<file path="config.mk">
export PLATFORM = sky130hd
export DESIGN_NAME = tiny_dnn_ctrl
export DESIGN_NICKNAME = d
export VERILOG_FILES = /design/src/rtl/tiny_dnn_pkg.sv /design/src/rtl/tiny_dnn_ctrl.sv
export SDC_FILE = /design/constraint.sdc
export NUM_CORES = 1
export LEC_CHECK = 0
export CORE_MARGIN = 8
export CORE_UTILIZATION = 49
export DETAILED_ROUTE_END_ITERATION = 6
export PLACE_DENSITY_LB_ADDON = 0.25
export SYNTH_ARGS = -nofsm -noshare
export SYNTH_HDL_FRONTEND = slang
export SYNTH_SLANG_ARGS = --single-unit
</file>
<file path="constraint.sdc">
create_clock -name clk -period 2.5 [get_ports clk]
set_clock_uncertainty 0.2 [all_clocks]
set_input_delay 0.5 -clock clk [delete_from_list [all_inputs] [get_ports clk]]
set_output_delay 0.5 -clock clk [all_outputs]
set_load 0.01 [all_outputs]
</file>
<file path="src/rtl/tiny_dnn_pkg.sv">
// Shared constants and state type for the tiny_dnn neuron sequencer.
package tiny_dnn_pkg;

   localparam int F_SIZE = 512;
   localparam int AW     = $clog2(F_SIZE);

   // Weight-memory slot that holds the bias.
   localparam logic [AW-1:0] bias_adr = AW'(F_SIZE - 1);

   typedef enum logic [2:0] {
      S_IDLE,
      S_LOAD,
      S_INIT,
      S_EXEC,
      S_BIAS,
      S_DRAIN0,
      S_DRAIN1,
      S_DONE
   } ctrl_state_t;

endpackage

</file>
<file path="src/rtl/tiny_dnn_ctrl.sv">
// Load/run sequencer for one tiny_dnn_core neuron: issues the core strobes,
// the core address and the activation-buffer address; carries no data.
module tiny_dnn_ctrl #(
   parameter int F_SIZE = tiny_dnn_pkg::F_SIZE,
   parameter int AW     = tiny_dnn_pkg::AW
) (
   input  logic          clk,
   input  logic          rst_n,
   input  logic [AW-1:0] n_in,
   input  logic          load_start,
   input  logic          run_start,
   input  logic          wvalid,
   output logic          wready,
   input  logic          out_ready,
   output logic          out_valid,
   output logic          busy,
   output logic          init,
   output logic          write,
   output logic          bwrite,
   output logic          exec,
   output logic          bias,
   output logic [AW-1:0] a,
   output logic [AW-1:0] src_adr
);
   import tiny_dnn_pkg::*;

   localparam logic [AW-1:0] LAST_ADR = AW'(F_SIZE - 1);

   ctrl_state_t   state_q, state_d;
   logic [AW-1:0] cnt_q, cnt_d;
   logic [AW-1:0] n_lat_q, n_lat_d;
   logic [AW-1:0] n_sat;
   logic          last_word;

   assign n_sat     = (32'(n_in) > F_SIZE - 1) ? LAST_ADR : n_in;
   assign last_word = (cnt_q == n_lat_q);

   // NOTE: the reset branch is asynchronous and every register is cleared in it;
   // sequential state uses non-blocking assignments only, so all flops update
   // together on the edge regardless of statement order.
   always_ff @(posedge clk or negedge rst_n) begin
      if (!rst_n) begin
         state_q <= S_IDLE;
         cnt_q   <= '0;
         n_lat_q <= '0;
      end else begin
         state_q <= state_d;
         cnt_q   <= cnt_d;
         n_lat_q <= n_lat_d;
      end
   end

   // NOTE: every variable gets a default before the case, so no path can
   // leave one unassigned and infer a latch.
   always_comb begin
      state_d = state_q;
      cnt_d   = cnt_q;
      n_lat_d = n_lat_q;
      case (state_q)
         S_IDLE: begin
            if (load_start) begin
               state_d = S_LOAD;
               cnt_d   = '0;
               n_lat_d = n_sat;
            end else if (run_start) begin
               state_d = S_INIT;
               n_lat_d = n_sat;
            end
         end
         S_LOAD: begin
            if (wvalid) begin
               if (last_word) begin
                  state_d = S_IDLE;
                  cnt_d   = '0;
               end else begin
                  cnt_d = cnt_q + 1'b1;
               end
            end
         end
         S_INIT: begin
            cnt_d   = '0;
            state_d = (n_lat_q == '0) ? S_BIAS : S_EXEC;
         end
         S_EXEC: begin
            cnt_d = cnt_q + 1'b1;
            if (cnt_q == n_lat_q - 1'b1) state_d = S_BIAS;
         end
         S_BIAS:   state_d = S_DRAIN0;
         S_DRAIN0: state_d = S_DRAIN1;
         S_DRAIN1: state_d = S_DONE;
         S_DONE:   if (out_ready) state_d = S_IDLE;
         default:  state_d = S_IDLE;
      endcase
   end

   // Write path is combinational so the core captures wd on the handshake edge.
   always_comb begin
      wready    = (state_q == S_LOAD);
      write     = (state_q == S_LOAD) && wvalid;
      bwrite    = (state_q == S_LOAD) && wvalid && last_word;
      init      = (state_q == S_INIT);
      exec      = (state_q == S_EXEC);
      bias      = (state_q == S_BIAS);
      out_valid = (state_q == S_DONE);
      busy      = (state_q != S_IDLE);
      a         = '0;
      src_adr   = '0;
      case (state_q)
         S_LOAD: a = last_word ? LAST_ADR : cnt_q;
         S_EXEC: begin
            a       = cnt_q;
            src_adr = cnt_q;
         end
         S_BIAS:  a = LAST_ADR;
         default: ;
      endcase
   end

endmodule

</file>
; Word level (Yosys, flattened, before mapping)
; Index checks and enable logic that the tools add are counted.
[totals]
register_bits = 21
elab_cells = 47
[classes]
addsub = 2
eq_ne = 15
muxes = 17
reduce_logical = 10
[op_table]
columns = cell, n
row1 = 9-bit 2-to-1 mux, 7
row2 = 9-bit one-hot mux with 4 select lines, 1
row3 = 9-bit one-hot mux with 3 select lines, 1
row4 = 3-bit one-hot mux with 8 select lines, 1
row5 = 3-bit 2-to-1 mux, 7
row6 = 9-bit equality test, 2
row7 = 3-bit equality test (second input constant), 4
row8 = 9-bit by 1-bit adder with 9-bit output (second input constant), 1
row9 = 9-bit logical NOT, 1
row10 = 9-bit by 1-bit subtractor with 9-bit output (second input constant), 1
row11 = 3-bit by 2-bit equality test with 1-bit output (second input constant), 2
row12 = 2-bit != test (second input constant), 3
row13 = 5-bit AND reduction, 1
row14 = 2-bit by 1-bit != test with 1-bit output (second input constant), 2
row15 = 4-bit nonzero test, 1
row16 = 3-bit by 1-bit equality test with 1-bit output (second input constant), 1
row17 = 3-bit logical NOT, 1
row18 = 3-bit != test (second input constant), 1
row19 = 3-bit AND reduction, 1
row20 = 3-bit nonzero test, 1
row21 = 1-bit logical AND, 2
row22 = 2-bit AND reduction, 1
row23 = 2-bit nonzero test, 1

; Logic depth before layout (Yosys ltp)
[logic_depth]
depth_word = 4
depth_mapped = 8
ltp_nobuf = 8

; Worst setup path after synthesis
; Ideal clock, no wire load.
[synth_timing]
path_kind = reg2out
startpoint = register n_lat_q[8]
endpoint = output port a[0]
required_time_ns = 1.800
n_path_buf = 0
stages_incl_launch_ff = 7
t_arrival_ns = 1.648
setup_slack_ns = 0.152
path_cell_list = dfrtp_1 xnor2_2 nand3_1 nor4_2 nand2_1 a21oi_2 a21o_1
[synth_between]
elab_chain_len = 3
[synth_rtl]
columns = element, line
row1 = "start, declared", tiny_dnn_ctrl.sv:31  ; logic [AW-1:0] n_lat_q, n_lat_d;
row2 = "start signal, assigned", tiny_dnn_ctrl.sv:49  ; n_lat_q <= n_lat_d;
row3 = 9-bit equality test, tiny_dnn_ctrl.sv:36  ; assign last_word = (cnt_q == n_lat_q);
row4 = 9-bit 2-to-1 mux, tiny_dnn_ctrl.sv:109  ; S_LOAD: a = last_word ? LAST_ADR : cnt_q;
row5 = 9-bit one-hot mux with 3 select lines, tiny_dnn_ctrl.sv:108  ; case (state_q)
row6 = "end, declared", tiny_dnn_ctrl.sv:22  ; output logic [AW-1:0] a,
; No other way between the ends.

; Worst setup path in the final report
[layout_timing]
startpoint = register n_lat_q[5]
endpoint = output port a[3]
; The elaborated chain is that of the path after synthesis.

==> results.md <==
- Clk slew on worst S/H paths: about 0.13 ns
- Worst rel slew slack: 66.31%
- Tightest Pin Transition: 0.5008 ns
- Synth async-reset ratio: between 90% and 100%
- CTS buffer count: 3
- Status: complete, but fails checks
- # rows: 20
- Syn avg cell area: 8.627 µm²
- Synth-to-Final Area Change: 53.20%
- Dpl ws: -0.2647 ns
- WL final: 5.109 mm
- Setup TNS: -2.193 ns
- Drt first pass iters: 4
- HP Class: in -> async
- Detail Route Antenna Nets: 0
- Cell-internal power: between 1 and 1.5 mW
- Layout cell share with drive strength beyond 1: around a third
- Post-synth top area share: between 30% and 40%
- CTS root buf: clkbuf_4
- RSZ-0062 raised after global routing: true
- Initial antenna violation count: 0
- FMAX: roughly 0.36 GHz
- GP Congestion: ~1
- CTS tree: yes
- Sequential fraction of the synthesis area: approximately a third
- Worst VDD drop: between 700 and 800 µV
- Number of cells on the worst reg-to-reg path: 7
- Worst setup SP type: flop
- Core footprint: 3053 µm²
- Sw frac: between 40% and 50%
- Nets: approximately 280
- Setup crit end kind: output port
- Max cap viols: 0
- Gr usage total: a little under a fifth
- Grt ovf: 0
- Synth Register Bits: 21
- Syn Std Cell Area: around 1600 µm²
- Syn nets: 198
- Failing checks: negative setup slack
- Clock network fraction of total power: roughly 6.5%
- Crit-path max FO: 4
- Port buffer count: 40
- Dominant cells by area after synthesis: dfrtp_1 (34%), xor2_1 (6.2%), mux2_2 (5.8%)
- Post-route cell area: roughly 2400 µm²
- Final hold violations: 0
- Placed cell areas: about 2300 µm²
- Slew Viols, Final: 0
- Synth cell types: 39
- Total Power: approximately 2.6 mW
- Worst Path Required: approximately 1.8 ns
- Seq pwr share: a little over a fifth
- First-pass GRT wire length: 7.941 mm
- Crit path launch: n_lat_q[5]$_DFFE_PN0P_
- DIE AREA: roughly 5200 µm²
- Die W: 72.45 µm
- Worst r2r src: n_lat_q[2]$_DFFE_PN0P_
- Post-layout util: 78.36%
- Fill count: around 210
- Final Critical Period: around 2.8 ns
- Latest clock arrival within the worst-skew pair: 0.32 ns
- Cell taking the most area after synthesis: dfrtp_1
- Worst setup path category: reg -> out
- # H-tree levels: 1
- Via count: roughly 1700
- Starting Density: 51.15%
- Clock Path Buffers: 2
- Wire length per cell: between 15 and 20 µm
- # IOs: between 40 and 50
- Psw: 1.179 mW
- Clock sinks: 21
- Critical path arrival: between 2 and 2.5 ns
- Vias per inst: about 5.5
- Initial DRC Count: 131
- Hold buffers post-CTS: 0
- Number of synthesized flops with an enable pin: 0
- Die Ht: around 72 µm
- Leakage: roughly 1.2 nW
- Gate Count Post-Synth: 181
- Ant diodes: 0
- Comb pwr share: roughly 70%
- Drc violations: 0
- Final cycle utilization of the critical path: 111.0%
- Dpl hpwl: 3.640 mm
- PnR worst setup slack: -0.2750 ns
- Final setup violation count: 9
- Synthesis Warnings: 0
- Power Density: around 1100 nW/µm²
- Main synth FF type: dfrtp_1
- Vias in the first global route: between 1500 and 2000
- Largest net degree at the start of global routing: 22
[metrics by stage]
stage,hold WS (ns),cells
2_1_floorplan,0.004409,181
3_3_place_gp,0.4313,293
3_5_place_dp,0.4364,293
4_1_cts,0.3197,302
5_1_grt,0.3447,305
6_report,0.3189,305
[cells in the final DEF (no fill, tap or decap), types with 7 or more instances in the layout]
| cell type | n |
|---|---|
| nor2_1 | 18 |
| buf_2 | 9 |
| dfrtp_1 | 21 |
| xor2_1 | 11 |
| dlygate4sd2_1 | 10 |
| xnor2_1 | 7 |
| buf_4 | 45 |
| clkdlybuf4s50_1 | 16 |
| a21o_1 | 10 |
| nand2_1 | 15 |
| mux2_2 | 8 |
| and2_1 | 11 |
[cell usage after synthesis, types with 2 or more instances]
master / count
nor4_1: 2
clkbuf_1: 8
xnor2_1: 10
nand4_1: 5
o21ba_2: 2
buf_1: 2
a31oi_1: 2
xor2_1: 11
nand4b_1: 3
nor2_1: 19
a21o_1: 10
mux2_2: 8
dfrtp_1: 21
nand2_1: 16
ha_1: 2
nor2b_1: 2
inv_1: 3
o21ai_0: 5
a21oi_1: 4
nand3_1: 7
and3_1: 5
and2_1: 11
nor3_1: 6
o211ai_1: 2
[power by group through the flow]
stage | Combinational [mW] | Sequential, mW | Clock (mW)
4_1_cts | 1.77 | 0.574 | 0.177
2_1_floorplan | 0.946 | 0.575 | 0
3_5_place_dp | 1.73 | 0.568 | 0
6_report | 1.90 | 0.580 | 0.172
3_3_place_gp | 1.66 | 0.563 | 0
5_1_grt | 2.05 | 0.590 | 0.189
[state kept, by name, summed over array words and instances, names as in the netlist]
name / flops
cnt_q: 9
n_lat_q: 9
state_q: 3
[layer usage]
metal	track usage (%)	share of wire [%]
met1	22.49	41
met3	3.168	5.3
met4	8.000	1.9
met2	32.20	52
met5	0	0
[worst paths after layout]
check | end | slack (ns)
worst max-delay path | a[3] | -0.27
worst min-delay path | state_q[1]$_DFFE_PN0P_ | 0.32
worst max register to register | state_q[1]$_DFFE_PN0P_ | 0.05
worst min register to register | n_lat_q[8]$_DFFE_PN0P_ | 0.49
max in group asynchronous | cnt_q[6]$_DFFE_PN0P_ | 1.55
min in group clk | n_lat_q[8]$_DFFE_PN0P_ | 0.49
[logic make-up after synthesis]
family	share of synthesized area, %
AND/OR/NAND/NOR	28.29
XOR/XNOR	12.82
buffers and inverters	3.365
flip-flops	33.65
multiplexers	5.769
adder cells (fa/ha/maj)	1.602
AO/OA/AOI/OAI	14.50
[timing repair]
item,4_1_cts,5_1_grt
buffers inserted,5,3
pin swaps,4,4
gates cloned,1,0
resized for setup,62,12
endpoints found under the setup margin,22,14
[worst max-delay path: stages, from the launching register on]
cell,delay [ns]
dfrtp_1,0.43
xnor2_2,0.22
nand3_2,0.14
nor4_4,0.26
buf_4,0.17
nand2_4,0.05
a21oi_4,0.14
buf_4,0.15
a21o_1,0.09
buf_2,0.13
[cell type report]
class | instances | area, µm² | area share, %
multi-input combinational | 146 | 1067 | 44.61
timing repair buffer | 86 | 701.9 | 29.34
sequential | 21 | 525.5 | 21.97
tap | 44 | 55.05 | 2.301
clock buffer | 4 | 26.28 | 1.098
inverter | 4 | 16.27 | 0.6799
Note: power is estimated with default switching activity, not from simulation.
